[config.mk]
export PLATFORM = sky130hd
export DESIGN_NAME = rca8
export DESIGN_NICKNAME = d
export VERILOG_FILES = /design/src/rtl/rca8_fac.sv /design/src/rtl/rca8.sv
export SDC_FILE = /design/constraint.sdc
export NUM_CORES = 1
export LEC_CHECK = 0
export CORE_UTILIZATION = 25
export CTS_CLUSTER_DIAMETER = 40
export DETAILED_ROUTE_END_ITERATION = 12
export SETUP_SLACK_MARGIN = 0.15
export SLEW_MARGIN = 20
export SYNTH_ARGS = -nofsm -noshare
export SYNTH_HDL_FRONTEND = slang
export SYNTH_HIERARCHICAL = 1
export SYNTH_SLANG_ARGS = --single-unit
export TNS_END_PERCENT = 1
[constraint.sdc]
create_clock -name clk -period 4.4 [get_ports clk]
set_clock_uncertainty 0.2 [all_clocks]
set_input_delay 0.88 -clock clk [delete_from_list [all_inputs] [get_ports clk]]
set_output_delay 0.88 -clock clk [all_outputs]
set_load 0.005 [all_outputs]
[src/rtl/rca8_fac.sv]
// -----------------------------------------------------------------------------
// fac -- one-bit full adder cell, the building block of the rca8 ripple chain.
//
// Ports:
//   x, y   : input  operand bits
//   c_in   : input  carry into this bit position
//   z      : output sum bit            (x ^ y ^ c_in)
//   c_out  : output carry to next bit  (majority of x, y, c_in)
// -----------------------------------------------------------------------------
module fac (
    input  logic x,
    input  logic y,
    input  logic c_in,
    output logic z,
    output logic c_out
);

    assign z     = x ^ y ^ c_in;
    assign c_out = (x & y) | (x & c_in) | (y & c_in);

endmodule

[src/rtl/rca8.sv]
// -----------------------------------------------------------------------------
// rca8 -- registered ripple-carry adder.
//
// Computes {c_out, z} = x + y + c_in through a chain of WIDTH full adder
// cells and captures the sum, the unsigned carry out and the two's-complement
// overflow flag together on each rising clk edge (latency 1, one op/cycle).
//
// Ports:
//   clk    : input  clock, all state changes on its rising edge
//   rst    : input  synchronous active-high reset, clears all outputs
//   x, y   : input  [WIDTH-1:0] operands (unsigned or two's complement)
//   c_in   : input  carry into bit 0
//   z      : output [WIDTH-1:0] registered sum
//   c_out  : output registered carry out of the MSB
//   ovr    : output registered two's-complement overflow
// -----------------------------------------------------------------------------
module rca8 #(
    parameter int WIDTH = 8
) (
    input  logic             clk,
    input  logic             rst,
    input  logic [WIDTH-1:0] x,
    input  logic [WIDTH-1:0] y,
    input  logic             c_in,
    output logic [WIDTH-1:0] z,
    output logic             c_out,
    output logic             ovr
);

    // c[i] is the carry into stage i; c[WIDTH] leaves the MSB.
    logic [WIDTH:0]   c;
    logic [WIDTH-1:0] sum;

    assign c[0] = c_in;

    for (genvar i = 0; i < WIDTH; i++) begin : g_stage
        fac u_fac (
            .x     (x[i]),
            .y     (y[i]),
            .c_in  (c[i]),
            .z     (sum[i]),
            .c_out (c[i+1])
        );
    end

    logic [WIDTH-1:0] z_d,     z_q;
    logic             c_out_d, c_out_q;
    logic             ovr_d,   ovr_q;

    // Reset is folded into the next-state values so all three outputs are
    // always loaded together from the same sampled inputs.
    always_comb begin
        z_d     = sum;
        c_out_d = c[WIDTH];
        // Carry into and out of the sign bit disagree exactly on signed overflow.
        ovr_d   = c[WIDTH] ^ c[WIDTH-1];
        if (rst) begin
            z_d     = '0;
            c_out_d = 1'b0;
            ovr_d   = 1'b0;
        end
    end

    always_ff @(posedge clk) begin
        z_q     <= z_d;
        c_out_q <= c_out_d;
        ovr_q   <= ovr_d;
    end

    assign z     = z_q;
    assign c_out = c_out_q;
    assign ovr   = ovr_q;

endmodule

==> results of run 1 <==
how the worst min path moves through the flow:
| stage | cells past startpoint | endpoint |
|---|---|---|
| 2_1_floorplan | 1 | c_out |
| 4_1_cts | 3 | z[0] |
| 6_report | 3 | z[0] |
| 5_1_grt | 3 | z[0] |
| 3_3_place_gp | 1 | z[1] |
| 3_5_place_dp | 1 | z[1] |
cells by family after synthesis:
logic type	count (synthesis)	synth area share, %
DFF	10	46.65
adders and majority gates	8	37.32
xor gates and xnor gates	1	2.041
and+or+nand+nor	10	13.99
worst max-delay path: cells and delay by family:
family        cells  cell delay (ps)
fa+ha+maj         8             3050
simple gates      1              120
buf+inv           1               90
synth_stat cells (all sizes together):
library cell	n
nor2	1
xnor2	1
dfxtp	10
fa	8
nor2b	9
metal layers:
layer	wire length, um	track usage [%]	vias up
met1	281	12.00	129
met5	0	0	-
met4	0	9.375	0
met3	43	1.667	0
met2	327	11.82	14
li1	-	-	151
power by group through the flow:
stage                     Clock (mW)  Sequential (mW)  Combinational, mW
after detailed placement           0            0.106             0.0703
after global placement             0            0.106             0.0693
final                         0.0568            0.104             0.0713
after CTS                     0.0590            0.104             0.0706
after global routing          0.0647            0.105             0.0803
after floorplan                    0            0.108             0.0209
through the flow:
step | setup slack [ps] | power, mW | cells | area (um^2)
floorplan | 124.1 | 0.1291 | 29 | 446.7
global placement | -372.1 | 0.1758 | 74 | 754.5
detailed placement | -396.1 | 0.1767 | 74 | 754.5
CTS | 150.5 | 0.2340 | 77 | 770.7
global route | 150.3 | 0.2501 | 77 | 783.3
finish | 247.7 | 0.2323 | 77 | 783.3
final cells by class:
| type | count | area [um^2] | area share (%) |
|---|---|---|---|
| repair buffers | 29 | 281.5 | 35.94 |
| multi-input cells | 19 | 259.0 | 33.07 |
| flip-flops and latches | 10 | 200.2 | 25.56 |
| clock buffers | 3 | 22.52 | 2.875 |
| well taps | 16 | 20.02 | 2.556 |
what timing repair did:
item                                    4_1_cts  5_1_grt
endpoints found under the setup margin        3        2
hold endpoints to repair                      0        0
gates resized for setup                      14        3
pin swaps                                     8        5
state kept, by name, summed over array words and instances (netlist names):
signal,count
c_out,1
z,8
ovr,1
==> run_results.csv, run 1 <==
group,metric,value,unit
clocking,path_clk_slew,60,ps
power,power_frac_seq,44.9,%
die,coreArea,1559,um^2
cells_and_area,drive_above_1_share,27.87,%
yosys,synth_fp_nets,56,
drt,routed_via_density,3.818,
run_status,failed_checks,"DRC",
yosys,ys_seq_area_share,46.65,%
timing,rsz0062_at_grt,"no",
power,powerDensity,296.6,nW/um^2
drt,dr.first_iter.drc_count,7,
setup_path,critPathCaptureType,"flip-flop",
setup_path,cp.arrival,4140,ps
die,die_area,1886,um^2
cells_and_area,fin_util,50.24,%
worst_hold_path,min_from,"c_in",
cells_and_area,final_common_cell,"clkdlybuf4s50_1",
timing,setup_viol,0,
power,swShare,21.38,%
clocking,cts.htree.levels,1,
timing,min_period,4152,ps
setup_path,cpMostUsedCell,"fa_2",
cells_and_area,area_delta_synth_final,82.51,%
global_route,grt_pass1_wl,1207,um
power,leakage,0.3024,nW
die,initial_core_util,27.53,%
die,io_pins,29,
global_route,antenna_found_initial,0,
drt,drt-total-wl,653,um
yosys,synthesis.area,429.2,um^2
timing,drv_slew,0,
cells_and_area,diodes,0,
yosys,yosys_warnings,6,
placed_design,gp_congestion,0.6352,
placed_design,portBuffers,28,
placed_design,dp_hpwl,566.8,um
setup_path,startpoint,"c_in",
timing,period_share,94.37,%
setup_path,endpoint,"z[7]",
setup_path,slowest_delay,530,ps
setup_path,path_cells,"buf_6 -> fa_2 -> fa_2 -> fa_2 -> fa_2 -> fa_2 -> fa_2 -> fa_2 -> fa_2 -> nor2b_2",
clocking,root_buffer,"clkbuf_4",
power,p_switching,0.04965,mW
clocking,cts_made_buffers,3,
yosys,synthCells,29,
worst_hold_path,hold_class,"in -> reg",
global_route,grt.total_usage,9.035,%
cells_and_area,nets,90,
drt,drc,4,
clocking,cts_hold_buffers,0,
power,pwr-share-comb,30.7,%
run,maxCapViolCount,0,
clocking,clockBufferDepth,2,
timing,tightest_slew,355.6,ps
setup_path,cpMaxStageDelayCell,"fa_2",
setup_path,crit_type,"in -> reg",
setup_path,path_max_fanout,2,
setup_path,startpoint_type,"input pin",
cells_and_area,fill_cells,144,
global_route,grt_pass1_vias,302,
drt,num_vias,294,
power,irDropWorstVdd,0.1188,mV
die,std_cell_rows,14,
clocking,postCtsSetupRepairBufs,0,
yosys,synthTopCellsByArea,"dfxtp_1 47%, fa_1 37%, nor2b_1 13%",
timing,max_clock_freq,240.8,MHz
global_route,grt-ovfl-total,0,
die,die_w,43.43,um
timing,holdWs,836.3,ps
yosys,syn_avg_cell_area,14.80,um^2
clocking,tritoncts,"done",
drt,firstDrtPassIters,7,
yosys,yosysUniqueCellTypes,5,
power,clock_power_share,24.5,%
setup_path,required,4390,ps
drt,wl_per_cell,8.481,um
timing,fin_setup_tns,0,ps
die,die_h,43.43,um
yosys,synth-seq-cells,10,
yosys,yosysTopAreaCellShare,46.65,%
clocking,clock_sinks,10,
cells_and_area,layout_common_cells,"24 x clkdlybuf4s50_1, 10 x dfxtp_1, 8 x nor2b_1, 8 x fa_2, 3 x clkbuf_4",
yosys,yosysTopAreaCell,"dfxtp_1",
power,p_int,0.1826,mW
timing,finalHoldViolations,0,
timing,relSlewSlack,76.22,%
run_status,status,"complete, but fails checks",
global_route,grt_start_max_net_pins,11,
drt,ant_nets,0,
Power figures use the tool's default switching activity.
==> run 2, diff against run 1 <==
--- a/config.mk
+++ b/config.mk
@@ -5,9 +5,12 @@
 export SDC_FILE = /design/constraint.sdc
 export NUM_CORES = 1
 export LEC_CHECK = 0
-export CORE_UTILIZATION = 25
+export CELL_PAD_IN_SITES_DETAIL_PLACEMENT = 2
+export CELL_PAD_IN_SITES_GLOBAL_PLACEMENT = 2
+export CORE_UTILIZATION = 17
 export CTS_CLUSTER_DIAMETER = 40
 export DETAILED_ROUTE_END_ITERATION = 12
+export PLACE_DENSITY_LB_ADDON = 0.1
 export SETUP_SLACK_MARGIN = 0.15
 export SLEW_MARGIN = 20
 export SYNTH_ARGS = -nofsm -noshare
==> run 2 against run 1 <==
Net effect: the flow now finishes without violations; die area up 45%; routed wire length up 29%; combinational power down 1%; fmax down 0.43%.
==> run_results.csv, run 2 (synthesis gave the netlist of run 1 again) <==
group,metric,value,unit
clocking,clock_sinks,10,
placed_design,gp_congestion,0.6207,
clocking,cts.htree.levels,1,
global_route,grt_pass1_wl,1297,um
global_route,grt_start_max_net_pins,11,
power,irDropWorstVdd,0.1584,mV
worst_hold_path,hold_class,"in -> reg",
power,powerDensity,314.6,nW/um^2
setup_path,cpMostUsedCell,"fa_2",
setup_path,required,4390,ps
cells_and_area,area_delta_synth_final,88.63,%
cells_and_area,finalNonFillerCells,91,
timing,holdWs,848.6,ps
setup_path,startpoint_type,"input pin",
run,maxCapViolCount,0,
timing,min_period,4170,ps
clocking,cts_made_buffers,3,
drt,num_vias,329,
cells_and_area,layout_common_cells,"24 x clkdlybuf4s50_1, 10 x dfxtp_1, 9 x nor2b_1, 8 x fa_2, 3 x clkbuf_4",
global_route,grt_pass1_vias,323,
drt,dr.first_iter.drc_count,0,
clocking,root_buffer,"clkbuf_4",
setup_path,crit_buf_inv,1,
timing,tightest_slew,396.8,ps
die,io_pins,29,
timing,rsz0062_at_grt,"no",
timing,drv_slew,0,
cells_and_area,fin_util,35.24,%
cells_and_area,drive_above_1_share,26.98,%
setup_path,slowest_delay,530,ps
drt,routed_via_density,3.615,
cells_and_area,nets,91,
timing,fin_ws,229.6,ps
setup_path,path_cells,"buf_6 -> fa_2 -> fa_2 -> fa_2 -> fa_2 -> fa_2 -> fa_2 -> fa_2 -> fa_2 -> nor2b_1",
timing,setup_viol,0,
die,die_area,2730,um^2
drt,wl_per_cell,9.286,um
drt,firstDrtPassIters,1,
cells_and_area,diodes,0,
clocking,tritoncts,"done",
cells_and_area,largest_register_ffs,8,
placed_design,dp_cells,86,
placed_design,preCtsSetupSlack,-457.4,ps
setup_path,cpMaxStageDelayCell,"fa_2",
cells_and_area,final_common_cell,"clkdlybuf4s50_1",
setup_path,crit_type,"in -> reg",
timing,period_share,94.78,%
timing,relSlewSlack,73.46,%
die,coreArea,2297,um^2
global_route,grt-ovfl-total,0,
drt,ant_nets,0,
setup_path,critPathCaptureType,"flip-flop",
placed_design,portBuffers,28,
die,initial_core_util,18.68,%
drt,drc,0,
setup_path,critPathTopFamily,"adder cells",
global_route,antenna_found_initial,0,
power,leakage,0.3077,nW
setup_path,cp.arrival,4160,ps
timing,fin_setup_tns,0,ps
drt,drt-total-wl,845,um
global_route,grt.total_usage,7.008,%
setup_path,path_max_fanout,2,
die,std_cell_rows,17,
die,die_h,52.25,um
clocking,path_clk_slew,60,ps
timing,finalHoldViolations,0,
clocking,clockBufferDepth,2,
timing,max_clock_freq,239.8,MHz
run_status,status,"complete, no violations",
die,die_w,52.25,um
-- run 2: changes by cell type in the layout (fill, tap and decap cells not counted) --
cell	delta
buf_4	+1
clkbuf_8	+1
nor2b_1	+1
nor2b_2	-1
xnor2_1	+1
xnor2_2	-1
-- run 2: routing by layer --
| layer | global-route usage (%) | routed length [um] |
|---|---|---|
| met2 | 12.61 | 453 |
| met1 | 6.631 | 307 |
| met4 | 1.316 | 0 |
| met3 | 4.638 | 83 |
| met5 | 0 | 0 |
-- run 2: metrics by stage --
| stage | instance area, um^2 | power, mW |
|---|---|---|
| 2_1_floorplan | 446.7 | 0.1291 |
| 3_3_place_gp | 769.5 | 0.1773 |
| 3_5_place_dp | 769.5 | 0.1790 |
| 4_1_cts | 807.0 | 0.2629 |
| 5_1_grt | 809.5 | 0.2727 |
| 6_report | 809.5 | 0.2546 |
-- run 2: final cells by class --
class                           count  area, um^2
Fill cell                         247        1488
Timing Repair Buffer               30       289.0
Multi-Input combinational cell     19       249.0
Sequential cell                    10       200.2
Clock buffer                        4       36.28
Tap cell                           28       35.03
-- run 2: path summary, 6_finish.rpt --
path,cells past startpoint,endpoint,slack [ps],startpoint
setup / recovery,10,z[7],230,c_in
hold / removal,3,z[0],850,c_in
-- run 2: repair_timing --
item | 4_1_cts | 5_1_grt
hold endpoints to repair | 0 | 0
endpoints found under the setup margin | 3 | 3
setup buffers | 1 | 0
gates resized for setup | 14 | 1
hold buffers | 0 | 0
pin swaps | 8 | 6
-- run 2: report_power, final --
part	switching [mW]	internal [mW]	total [mW]
clock	0.0297	0.0502	0.0799
combinational	0.0216	0.0487	0.0703
sequential	0.00273	0.102	0.104
total	0.0540	0.201	0.255
-- run 2: tightest hold or removal path, cell delays in order --
cell	delay (ps)
buf_6	70
fa_2	190
nor2b_1	120
==> run 3, diff against run 2 <==
--- a/config.mk
+++ b/config.mk
@@ -5,6 +5,7 @@
 export SDC_FILE = /design/constraint.sdc
 export NUM_CORES = 1
 export LEC_CHECK = 0
+export ABC_AREA = 1
 export CELL_PAD_IN_SITES_DETAIL_PLACEMENT = 2
 export CELL_PAD_IN_SITES_GLOBAL_PLACEMENT = 2
 export CORE_UTILIZATION = 17
@@ -15,6 +16,5 @@
 export SLEW_MARGIN = 20
 export SYNTH_ARGS = -nofsm -noshare
 export SYNTH_HDL_FRONTEND = slang
-export SYNTH_HIERARCHICAL = 1
 export SYNTH_SLANG_ARGS = --single-unit
 export TNS_END_PERCENT = 1
==> run 3 against run 2 <==
Net effect: global-route usage grew 1.7 points; sequential power barely moved; clock power down 20%; critical endpoint unchanged; synthesized cell count increased by 59%; hold slack improved by 91 ps; via count rose by 22%; clock-buffer cell count decreased by 1; worst setup slack better by 44 ps; non-clock buffer count down 1; fmax grew 1.1%; highest routed layer unchanged; critical path depth up 3.
==> run_results.csv, run 3 <==
group,metric,value,unit
run_status,status,"complete, no violations",
worst_hold_path,min_to,"z[0]",
yosys,yosysUniqueCellTypes,9,
global_route,grt_start_max_net_pins,11,
global_route,grt.total_usage,8.728,%
drt,firstDrtPassIters,3,
yosys,synth_commonest_cells,"13 x inv_1, 10 x dfxtp_1, 10 x nor2_1, 8 x fa_1",
placed_design,preCtsSetupSlack,-455.0,ps
setup_path,critPathCaptureType,"flip-flop",
cells_and_area,area_delta_synth_final,73.82,%
setup_path,startpoint_type,"input pin",
cells_and_area,largest_register_ffs,8,
timing,drv_slew,0,
yosys,syn_avg_cell_area,10.39,um^2
yosys,synth_flop_cell,"dfxtp_1",
placed_design,gp_congestion,0.6505,
yosys,yosysTopAreaCellShare,41.88,%
cells_and_area,layout_common_cells,"25 x clkdlybuf4s50_1, 10 x nor2_1, 10 x dfxtp_1, 8 x inv_1, 7 x fa_2",
die,io_pins,29,
cells_and_area,nets,106,
timing,period_share,93.78,%
yosys,synth_most_common_cell,"inv_1",
global_route,antenna_found_initial,0,
clocking,tritoncts,"done",
drt,ant_nets,0,
setup_path,cp.arrival,4130,ps
clocking,clockBufferDepth,2,
worst_hold_path,min_from,"x[0]",
yosys,synthesis.area,478.0,um^2
die,coreArea,2567,um^2
drt,num_vias,400,
die,std_cell_rows,18,
timing,fin_ws,273.9,ps
cells_and_area,fill_cells,292,
yosys,synth_fp_nets,73,
power,irDropWorstVdd,0.1578,mV
cells_and_area,diodes,0,
die,initial_core_util,18.62,%
timing,setup_viol,0,
timing,rsz0062_at_grt,"no",
timing,finalHoldViolations,0,
drt,wl_per_cell,9.925,um
worst_hold_path,hold_path_depth,4,
die,die_w,55.03,um
yosys,async_flop_share,0,%
clocking,path_clk_slew,70,ps
setup_path,crit_type,"in -> reg",
global_route,grt_pass1_vias,420,
yosys,ys_seq_area_share,41.88,%
placed_design,portBuffers,28,
drt,routed_via_density,3.738,
drt,dr.first_iter.drc_count,3,
power,leakage,0.3598,nW
cells_and_area,fin_util,32.36,%
run,maxCapViolCount,0,
setup_path,path_max_fanout,2,
yosys,yosysTopAreaCell,"dfxtp_1",
timing,tightest_slew,417.0,ps
clocking,cts_made_buffers,3,
cells_and_area,final_common_cell,"clkdlybuf4s50_1",
setup_path,required,4400,ps
die,die_area,3028,um^2
yosys,yosys_warnings,0,
worst_hold_path,hold_class,"in -> reg",
yosys,synth-seq-cells,10,
timing,holdWs,939.3,ps
placed_design,dp_hpwl,932.5,um
clocking,clock_sinks,10,
clocking,postCtsSetupRepairBufs,0,
timing,relSlewSlack,72.11,%
cells_and_area,drive_above_1_share,24.68,%
power,powerDensity,291.5,nW/um^2
yosys,synth_edf_count,0,
drt,drc,0,
global_route,grt_pass1_wl,1628,um
timing,min_period,4126,ps
clocking,root_buffer,"clkbuf_4",
drt,drt-total-wl,1062,um
die,die_h,55.03,um
yosys,synthTopCellsByArea,"dfxtp_1 42%, fa_1 34%, inv_1 10%",
global_route,grt-ovfl-total,0,
clocking,cts.htree.levels,1,
yosys,synthCells,46,
timing,max_clock_freq,242.4,MHz
## run 3: changes by cell type after synthesis, sizes merged
cell / before / now
nand2: 0 / 2
nor2b: 9 / 0
buf: 0 / 1
inv: 0 / 14
xnor2: 1 / 0
nor2: 1 / 11
## run 3: worst max path at each step
stage / to / slack, ps / start / depth (start not counted)
floorplan: z[7] / 180 / y[0] / 12
global placement: z[7] / -390 / y[0] / 13
detailed placement: z[7] / -460 / x[0] / 13
CTS: z[7] / 170 / y[0] / 13
global route: z[7] / 150 / y[0] / 13
finish: z[7] / 270 / y[0] / 13
## run 3: timing repair
item                                    4_1_cts  5_1_grt
pin swaps                                     8        3
gates resized for setup                      17        0
endpoints found under the setup margin        3        2
hold buffers                                  0        0
## run 3: layout make-up
| type | count | area, um^2 | share of cell area, % |
|---|---|---|---|
| repair buffers | 29 | 286.5 | 34.49 |
| multi-input cells | 21 | 231.5 | 27.86 |
| flip-flops and latches | 10 | 200.2 | 24.10 |
| inverters | 14 | 52.55 | 6.325 |
| well taps | 30 | 37.54 | 4.518 |
| clock buffers | 3 | 22.52 | 2.711 |
## run 3: routing by layer
layer / global-route usage [%] / vias up / share of wire, %
li1: - / 186 / -
met1: 6.988 / 195 / 27
met2: 16.27 / 19 / 61
met3: 6.557 / 0 / 11
met4: 2.500 / 0 / 0
met5: 0 / - / 0
## run 3: report_power, final
part	total [mW]	switching (mW)	internal, mW
clock network	0.0638	0.0321	0.0316
registers	0.104	0.00285	0.102
logic	0.0740	0.0278	0.0462
total	0.242	0.0628	0.179
## run 3: kinds of logic after synthesis
kind of cell	synth area share, %
adders and majority gates	33.51
buffers and inverters	13.35
DFF	41.88
and+or+nand+nor	11.26
## run 3: through the flow
step	cell area [um^2]	power, mW	instances	TNS (ps)
finish	830.8	0.2422	107	0
floorplan	478.0	0.1330	46	0
detailed placement	792.0	0.1809	104	-1192
CTS	830.8	0.2491	107	0
global route	830.8	0.2630	107	0
global placement	792.0	0.1777	104	-959.7
## run 3: critical path, cell delays in order
cell and delay (ps):
dlygate4sd2_1 240, inv_2 60, fa_2 200, inv_2 40, fa_2 350, fa_2 350, fa_2 350, fa_2 350
fa_2 370, fa_2 370, inv_2 80, fa_1 410, nor2_1 90
